$ cat src/rtl/keypad_scan_if.sv
// Keypad bus between the column-driving scanner and the rest of the design.
// master: the scanner (reads rows, drives columns and key outputs).
// slave : the keypad/consumer side.
interface keypad_scan_if;
    logic [3:0] row;       // JA[7:4], active-low, pulled up
    logic [3:0] col;       // JA[3:0], one-hot active-low
    logic [3:0] key_code;  // debounced code of the accepted key
    logic       key_valid; // one-cycle strobe: key accepted (or repeat)
    logic       key_held;  // accepted key still stably pressed

    modport master (
        input  row,
        output col, key_code, key_valid, key_held
    );

    modport slave (
        output row,
        input  col, key_code, key_valid, key_held
    );
endinterface

$ cat src/rtl/keypad_scan.sv
// 4x4 keypad scanner: one column driven low per dwell of SCAN_DIV cycles,
// rows synchronised and sampled at the end of each dwell, full-sweep result
// (none / single key / multiple keys) debounced over DEBOUNCE_SCANS sweeps.
// Multiple simultaneous keys are treated as no key (ghost rejection).
// Optional feature: define KEYPAD_REPEAT_EN to re-strobe key_valid every
// REPEAT_SWEEPS matching sweeps while a key is held.
// DEBOUNCE_SCANS must be >= 2, SCAN_DIV >= 4, REPEAT_SWEEPS >= 2.
module keypad_scan #(
    parameter int SCAN_DIV       = 100000,
    parameter int DEBOUNCE_SCANS = 4,
    parameter int REPEAT_SWEEPS  = 64
) (
    input  logic          clk,
    input  logic          rst,
    keypad_scan_if.master kp
);

    localparam int DIV_W = $clog2(SCAN_DIV);
    localparam int CNT_W = $clog2(DEBOUNCE_SCANS + 1);

    if (SCAN_DIV < 4 || DEBOUNCE_SCANS < 2 || REPEAT_SWEEPS < 2) begin : g_param_check
        $error("keypad_scan: SCAN_DIV >= 4, DEBOUNCE_SCANS >= 2, REPEAT_SWEEPS >= 2 required");
    end

    typedef enum logic [1:0] {IDLE, PRESS, HELD, RELEASE} state_t;

    // Scan timing and row capture
    logic             started_q;   // low only for the first cycle after reset
    logic [DIV_W-1:0] div_q;
    logic [1:0]       col_idx_q;
    logic [3:0]       col_q;
    logic [3:0]       sync1_q, sync2_q;
    logic [1:0]       hit_cnt_q;   // lows seen so far this sweep, saturating at 2
    logic [3:0]       hit_code_q;  // code of the first low seen this sweep

    // Debounce FSM
    state_t           state_q;
    logic [3:0]       cand_q;
    logic [CNT_W-1:0] cnt_q;
    logic [3:0]       key_code_q;
    logic             key_valid_q;
    logic             key_held_q;
`ifdef KEYPAD_REPEAT_EN
    localparam int REP_W = $clog2(REPEAT_SWEEPS);
    logic [REP_W-1:0] rep_q;
`endif

    // Per-dwell decode
    logic       dwell_end, sweep_end;
    logic [3:0] rows_low;
    logic [2:0] col_hits, hits_sum;
    logic [1:0] low_row, hits_sat;
    logic [3:0] this_code, sweep_code;
    logic       sweep_is_key;

    function automatic logic [3:0] code_of(input logic [1:0] r, input logic [1:0] c);
        case ({r, c})
            4'h0: code_of = 4'h1;  4'h1: code_of = 4'h2;  4'h2: code_of = 4'h3;  4'h3: code_of = 4'hA;
            4'h4: code_of = 4'h4;  4'h5: code_of = 4'h5;  4'h6: code_of = 4'h6;  4'h7: code_of = 4'hB;
            4'h8: code_of = 4'h7;  4'h9: code_of = 4'h8;  4'hA: code_of = 4'h9;  4'hB: code_of = 4'hC;
            4'hC: code_of = 4'h0;  4'hD: code_of = 4'hF;  4'hE: code_of = 4'hE;  default: code_of = 4'hD;
        endcase
    endfunction

    // Decode the settled rows of the current column and the running sweep result
    always_comb begin
        // NOTE: every signal gets a default first so no path can infer a latch.
        low_row   = 2'd0;
        dwell_end = started_q && (div_q == DIV_W'(SCAN_DIV - 1));
        sweep_end = dwell_end && (col_idx_q == 2'd3);
        rows_low  = ~sync2_q;
        col_hits  = {2'b00, rows_low[0]} + {2'b00, rows_low[1]}
                  + {2'b00, rows_low[2]} + {2'b00, rows_low[3]};
        for (int r = 3; r >= 0; r--) begin
            if (rows_low[r]) low_row = 2'(r);
        end
        this_code    = code_of(low_row, col_idx_q);
        hits_sum     = {1'b0, hit_cnt_q} + col_hits;
        hits_sat     = (hits_sum >= 3'd2) ? 2'd2 : hits_sum[1:0];
        sweep_is_key = (hits_sum == 3'd1);
        sweep_code   = (hit_cnt_q != 2'd0) ? hit_code_q : this_code;
    end

    // Column drive, row synchroniser and per-sweep hit accumulation
    always_ff @(posedge clk or posedge rst) begin
        // NOTE: every register has an explicit reset value; there are no memories here.
        if (rst) begin
            started_q  <= 1'b0;
            div_q      <= '0;
            col_idx_q  <= 2'd0;
            col_q      <= 4'b1111;
            sync1_q    <= 4'b1111;
            sync2_q    <= 4'b1111;
            hit_cnt_q  <= 2'd0;
            hit_code_q <= 4'h0;
        end else begin
            // NOTE: non-blocking assignments so every register sees pre-edge values.
            sync1_q <= kp.row;
            sync2_q <= sync1_q;
            if (!started_q) begin
                started_q <= 1'b1;
                col_q     <= 4'b1110;
            end else if (dwell_end) begin
                div_q     <= '0;
                col_idx_q <= col_idx_q + 2'd1;
                col_q     <= ~(4'b0001 << (col_idx_q + 2'd1));
                if (sweep_end) begin
                    hit_cnt_q <= 2'd0;
                end else begin
                    hit_cnt_q <= hits_sat;
                    if (hit_cnt_q == 2'd0 && col_hits != 3'd0) hit_code_q <= this_code;
                end
            end else begin
                div_q <= div_q + DIV_W'(1);
            end
        end
    end

    // Debounce FSM with registered outputs, advanced only at sweep end
    always_ff @(posedge clk or posedge rst) begin
        if (rst) begin
            state_q     <= IDLE;
            cand_q      <= 4'h0;
            cnt_q       <= '0;
            key_code_q  <= 4'h0;
            key_valid_q <= 1'b0;
            key_held_q  <= 1'b0;
`ifdef KEYPAD_REPEAT_EN
            rep_q       <= '0;
`endif
        end else begin
            key_valid_q <= 1'b0;
            if (sweep_end) begin
                case (state_q)
                    IDLE: begin
                        if (sweep_is_key) begin
                            state_q <= PRESS;
                            cand_q  <= sweep_code;
                            cnt_q   <= CNT_W'(1);
                        end
                    end
                    PRESS: begin
                        if (sweep_is_key && sweep_code == cand_q) begin
                            if (int'(cnt_q) + 1 == DEBOUNCE_SCANS) begin
                                state_q     <= HELD;
                                cnt_q       <= '0;
                                key_code_q  <= cand_q;
                                key_valid_q <= 1'b1;
                                key_held_q  <= 1'b1;
`ifdef KEYPAD_REPEAT_EN
                                rep_q       <= '0;
`endif
                            end else begin
                                cnt_q <= cnt_q + CNT_W'(1);
                            end
                        end else begin
                            state_q <= IDLE;
                            cnt_q   <= '0;
                        end
                    end
                    HELD: begin
                        if (sweep_is_key && sweep_code == key_code_q) begin
                            cnt_q <= '0;
`ifdef KEYPAD_REPEAT_EN
                            if (int'(rep_q) == REPEAT_SWEEPS - 1) begin
                                rep_q       <= '0;
                                key_valid_q <= 1'b1;
                            end else begin
                                rep_q <= rep_q + REP_W'(1);
                            end
`endif
                        end else begin
                            state_q <= RELEASE;
                            cnt_q   <= CNT_W'(1);
`ifdef KEYPAD_REPEAT_EN
                            rep_q   <= '0;
`endif
                        end
                    end
                    default: begin  // RELEASE
                        if (sweep_is_key && sweep_code == key_code_q) begin
                            state_q <= HELD;
                            cnt_q   <= '0;
`ifdef KEYPAD_REPEAT_EN
                            rep_q   <= '0;
`endif
                        end else if (int'(cnt_q) + 1 == DEBOUNCE_SCANS) begin
                            state_q    <= IDLE;
                            cnt_q      <= '0;
                            key_held_q <= 1'b0;
                        end else begin
                            cnt_q <= cnt_q + CNT_W'(1);
                        end
                    end
                endcase
            end
        end
    end

    assign kp.col       = col_q;
    assign kp.key_code  = key_code_q;
    assign kp.key_valid = key_valid_q;
    assign kp.key_held  = key_held_q;

endmodule
$ cat src/flat_wrapper.sv
// flat-port wrapper written by rule: the top's interface ports become plain ports
module keypad_scan_flat 
#(
    parameter int SCAN_DIV       = 100000,
    parameter int DEBOUNCE_SCANS = 4,
    parameter int REPEAT_SWEEPS  = 64
)
  (clk, rst, kp_row, kp_col, kp_key_code, kp_key_valid, kp_key_held);
  keypad_scan_if kp_i ();
  input  logic clk;
  input  logic rst;
  input wire logic [$bits(kp_i.row)-1:0] kp_row;
  output wire logic [$bits(kp_i.col)-1:0] kp_col;
  output wire logic [$bits(kp_i.key_code)-1:0] kp_key_code;
  output wire logic [$bits(kp_i.key_valid)-1:0] kp_key_valid;
  output wire logic [$bits(kp_i.key_held)-1:0] kp_key_held;
  assign kp_i.row = kp_row;
  assign kp_col = kp_i.col;
  assign kp_key_code = kp_i.key_code;
  assign kp_key_valid = kp_i.key_valid;
  assign kp_key_held = kp_i.key_held;
  keypad_scan #(.SCAN_DIV(SCAN_DIV), .DEBOUNCE_SCANS(DEBOUNCE_SCANS), .REPEAT_SWEEPS(REPEAT_SWEEPS)) u_core (.clk(clk), .rst(rst), .kp(kp_i));
endmodule
$ cat config.mk
export PLATFORM = sky130hd
export DESIGN_NAME = keypad_scan_flat
export DESIGN_NICKNAME = d
export VERILOG_FILES = /design/src/rtl/keypad_scan_if.sv /design/src/rtl/keypad_scan.sv /design/src/flat_wrapper.sv
export SDC_FILE = /design/constraint.sdc
export NUM_CORES = 1
export LEC_CHECK = 0
export ABC_CLOCK_PERIOD_IN_PS = 5390
export CORE_MARGIN = 1
export CORE_UTILIZATION = 60
export CTS_CLUSTER_SIZE = 14
export DETAILED_ROUTE_END_ITERATION = 10
export MAX_ROUTING_LAYER = met4
export PLACE_DENSITY_LB_ADDON = 0.08
export REMOVE_ABC_BUFFERS = 1
export SLEW_MARGIN = 40
export SYNTH_ARGS = -nofsm -noshare
export SYNTH_HDL_FRONTEND = slang
export SYNTH_SLANG_ARGS = --single-unit
$ cat constraint.sdc
create_clock -name clk -period 5.39 [get_ports clk]
set_clock_uncertainty 0.15 [all_clocks]
set_input_delay 1.078 -clock clk [delete_from_list [all_inputs] [get_ports clk]]
set_output_delay 1.078 -clock clk [all_outputs]
set_load 0.02 [all_outputs]
==> metrics.txt <==
status=completed; top post-synthesis cells by area=dfrtp_1 36%, dfstp_2 11%, ha_1 5.3%; Nets=about 310; CTS buffer count=5; Post-synth EDFFs=0; Yosys top cell area share=0.3622; # rows=24; CTS Hold Bufs=0; die area=0.005000 mm²; post-synthesis sequential area ratio=0.4735; Setup WS pre-CTS=1431 ps; H-tree Lvls=2; GRT Util Overall=0.2423; P_int=0.5597 mW; leak pwr=1.416 nW; share of layout cells above drive strength 1=0.1146; n_diodes=0; Synth area leader=dfrtp_1; pins over their slew limit=0; main flop type after synthesis=dfrtp_1; wire length on met1=2.540 mm; CTS tree=built; Max transition margin=0.5775; mapped cell area=roughly 0.0028 mm²; port bufs=15; crit path kind=reg -> reg; post-synthesis async set-or-reset flop share=1.000; PostCTS Resize Cnt=0; I/O Pins=16; Worst EP arrival=around 4000 ps; P&R area growth vs syn=9.850%; Initial DRC Count=101; most common cell in the netlist=dfrtp_1; Sw Ratio=0.2580; Final WS setup=about 1500 ps; drc violations=0; cell count after synthesis=between 200 and 300; final setup vio count=0; CTS Root Cell=clkbuf_8; peak supply drop=153.0 µV; Ys Warns=0; synth unique cells=60; antenna viol nets, final=0; CTS sink count=53; worst skew pair latency=310 ps; DRT Pass-1 Iters=4; initial antenna violation count=0; Yosys reg bits=53; final wirelength=5.234 mm; clock-pin slew on the worst setup and hold paths=90 ps; NetSw=0.1946 mW; post-CTS setup buffer count=0; vias in the first global route=1961; Critical Path Start Type=flip-flop; Die Y=70.71 µm; Core Footprint=0.004444 mm²; combinational cell fraction of total power=0.100; setup TNS=0 ps; max capacitance violation total=0; Synth Area per Inst=around 10 µm²; crit share post-route=0.7292; Tmin final=3930 ps; Tightest Hold Check Type=reg -> reg; Highest Signal Layer=met4; Peak Freq=roughly 250 MHz; crit path max fanout=6; drt wl/cell=15.39 µm; routed wl met2=2.466 mm; Clk pwr share=0.306; CP required=5440 ps; Post-DP HPWL=3.724 mm; Slew @ Worst Pin=633.8 ps; Via Count=1982; commonest cells in the netlist=41 x dfrtp_1, 31 x nand2_1, 16 x nor2_1; largest net degree at the start of global routing=54; Flop pwr share=0.594; unrepaired setup endpoints after global routing=false; clock buffer depth=2; first-pass GRT wire length=~9.1 mm; total grt overflow=0; gpl congestion=0.8545; routed wl met3=162 µm; DIE WIDTH=70.71 µm; via-per-instance ratio=5.829; final hold viol count=0; Starting Density=0.6374; power per cell area=242.4 mW/mm²; Worst setup EP type=flip-flop
kinds of logic (layout without fill, tap and decap cells):
group / count (synthesis) / after routing / synth area share
simple gates: 107 / 107 / 0.2072
flops: 53 / 53 / 0.4735
other cells: 1 / 1 / 0.001324
fa+ha+maj: 14 / 14 / 0.06714
xor+xnor: 23 / 23 / 0.07111
mux: 9 / 9 / 0.04064
compound gates: 44 / 44 / 0.1073
buf+inv: 20 / 37 / 0.03180
cell type report:
cell class / instances / area (µm²)
timing repair buffer: 15 / 150.1
inverter: 14 / 55.05
sequential: 53 / 1341
tap: 52 / 65.06
fill: 334 / 1333
clock buffer: 8 / 90.09
multi-input combinational: 198 / 1410
worst paths after layout:
| check | start | end | slack (ps) | cells after the start |
|---|---|---|---|---|
| worst max-delay path | u_core.sync2_q[0]$_DFF_PP1_ | u_core.kp.key_code[1]$_DFFE_PP0P_ | 1460 | 11 |
| worst min-delay path | u_core.sync1_q[0]$_DFF_PP1_ | u_core.sync2_q[0]$_DFF_PP1_ | 200 | 0 |
| worst max register to register | u_core.sync2_q[0]$_DFF_PP1_ | u_core.kp.key_code[1]$_DFFE_PP0P_ | 1460 | 11 |
| worst min register to register | u_core.sync1_q[0]$_DFF_PP1_ | u_core.sync2_q[0]$_DFF_PP1_ | 200 | 0 |
| max in group asynchronous | rst | u_core.col_idx_q[0]$_DFFE_PP0P_ | 3610 | 2 |
| min in group asynchronous | rst | u_core.div_q[11]$_DFFE_PP0P_ | 1060 | 2 |
critical path: stages, from the launching register on:
cell and delay, ps:
dfstp_2 570, inv_1 80, ha_1 310, fa_1 360
ha_1 330, fa_1 420, xnor2_1 200, nand2_1 190
a211oi_2 190, nor4b_4 310, and2_1 380, mux2_4 330
cells in the final DEF, fill, tap and decap left out, types with 4 or more instances in the layout:
| cell type | count |
|---|---|
| dfrtp_1 | 41 |
| nand2_1 | 31 |
| nor2_1 | 16 |
| clkdlybuf4s50_1 | 15 |
| xnor2_1 | 13 |
| inv_1 | 13 |
| o21ai_0 | 12 |
| ha_1 | 12 |
| dfstp_2 | 12 |
| nand3_1 | 11 |
| xor2_1 | 10 |
| nand4_1 | 8 |
| nor3_1 | 7 |
| clkbuf_8 | 6 |
| and3_1 | 5 |
| a31oi_1 | 4 |
| mux2_4 | 4 |
flip-flops by register name (all words and copies together), names as in the netlist, 2 cells and up:
name	flops
u_core.hit_cnt_q	2
u_core.kp.col	4
u_core.col_idx_q	2
u_core.cand_q	4
u_core.cnt_q	3
u_core.hit_code_q	4
u_core.kp.key_code	4
u_core.state_q	2
u_core.sync2_q	4
u_core.sync1_q	4
u_core.div_q	17
per-layer routing:
metal  vias to the layer above  track usage
met1                       965       0.3311
met4                         0      0.06444
li1                        979            -
met5                         -            -
met3                         7      0.05128
met2                        31       0.3718
through the flow:
stage | area, µm² | cells | total power, mW | utilization | hold WS (ps)
final | 3112 | 340 | 0.7543 | 0.7002 | 203.5
after CTS | 3103 | 340 | 0.7607 | 0.6982 | 209.2
after global routing | 3112 | 340 | 0.7911 | 0.7002 | 215.2
after global placement | 3010 | 332 | 0.5263 | 0.6774 | 196.0
after detailed placement | 3013 | 332 | 0.5300 | 0.6779 | 199.5
after floorplan | 2795 | 265 | 0.5074 | - | 195.2
power by group through the flow:
| stage | Sequential [mW] | Combinational [mW] | Clock, mW |
|---|---|---|---|
| after floorplan | 0.449 | 0.0583 | 0 |
| after global placement | 0.455 | 0.0715 | 0 |
| after detailed placement | 0.455 | 0.0746 | 0 |
| after CTS | 0.448 | 0.0753 | 0.237 |
| after global routing | 0.452 | 0.0866 | 0.252 |
| final | 0.448 | 0.0754 | 0.231 |
No activity file was read; power rests on OpenSTA's default activity.
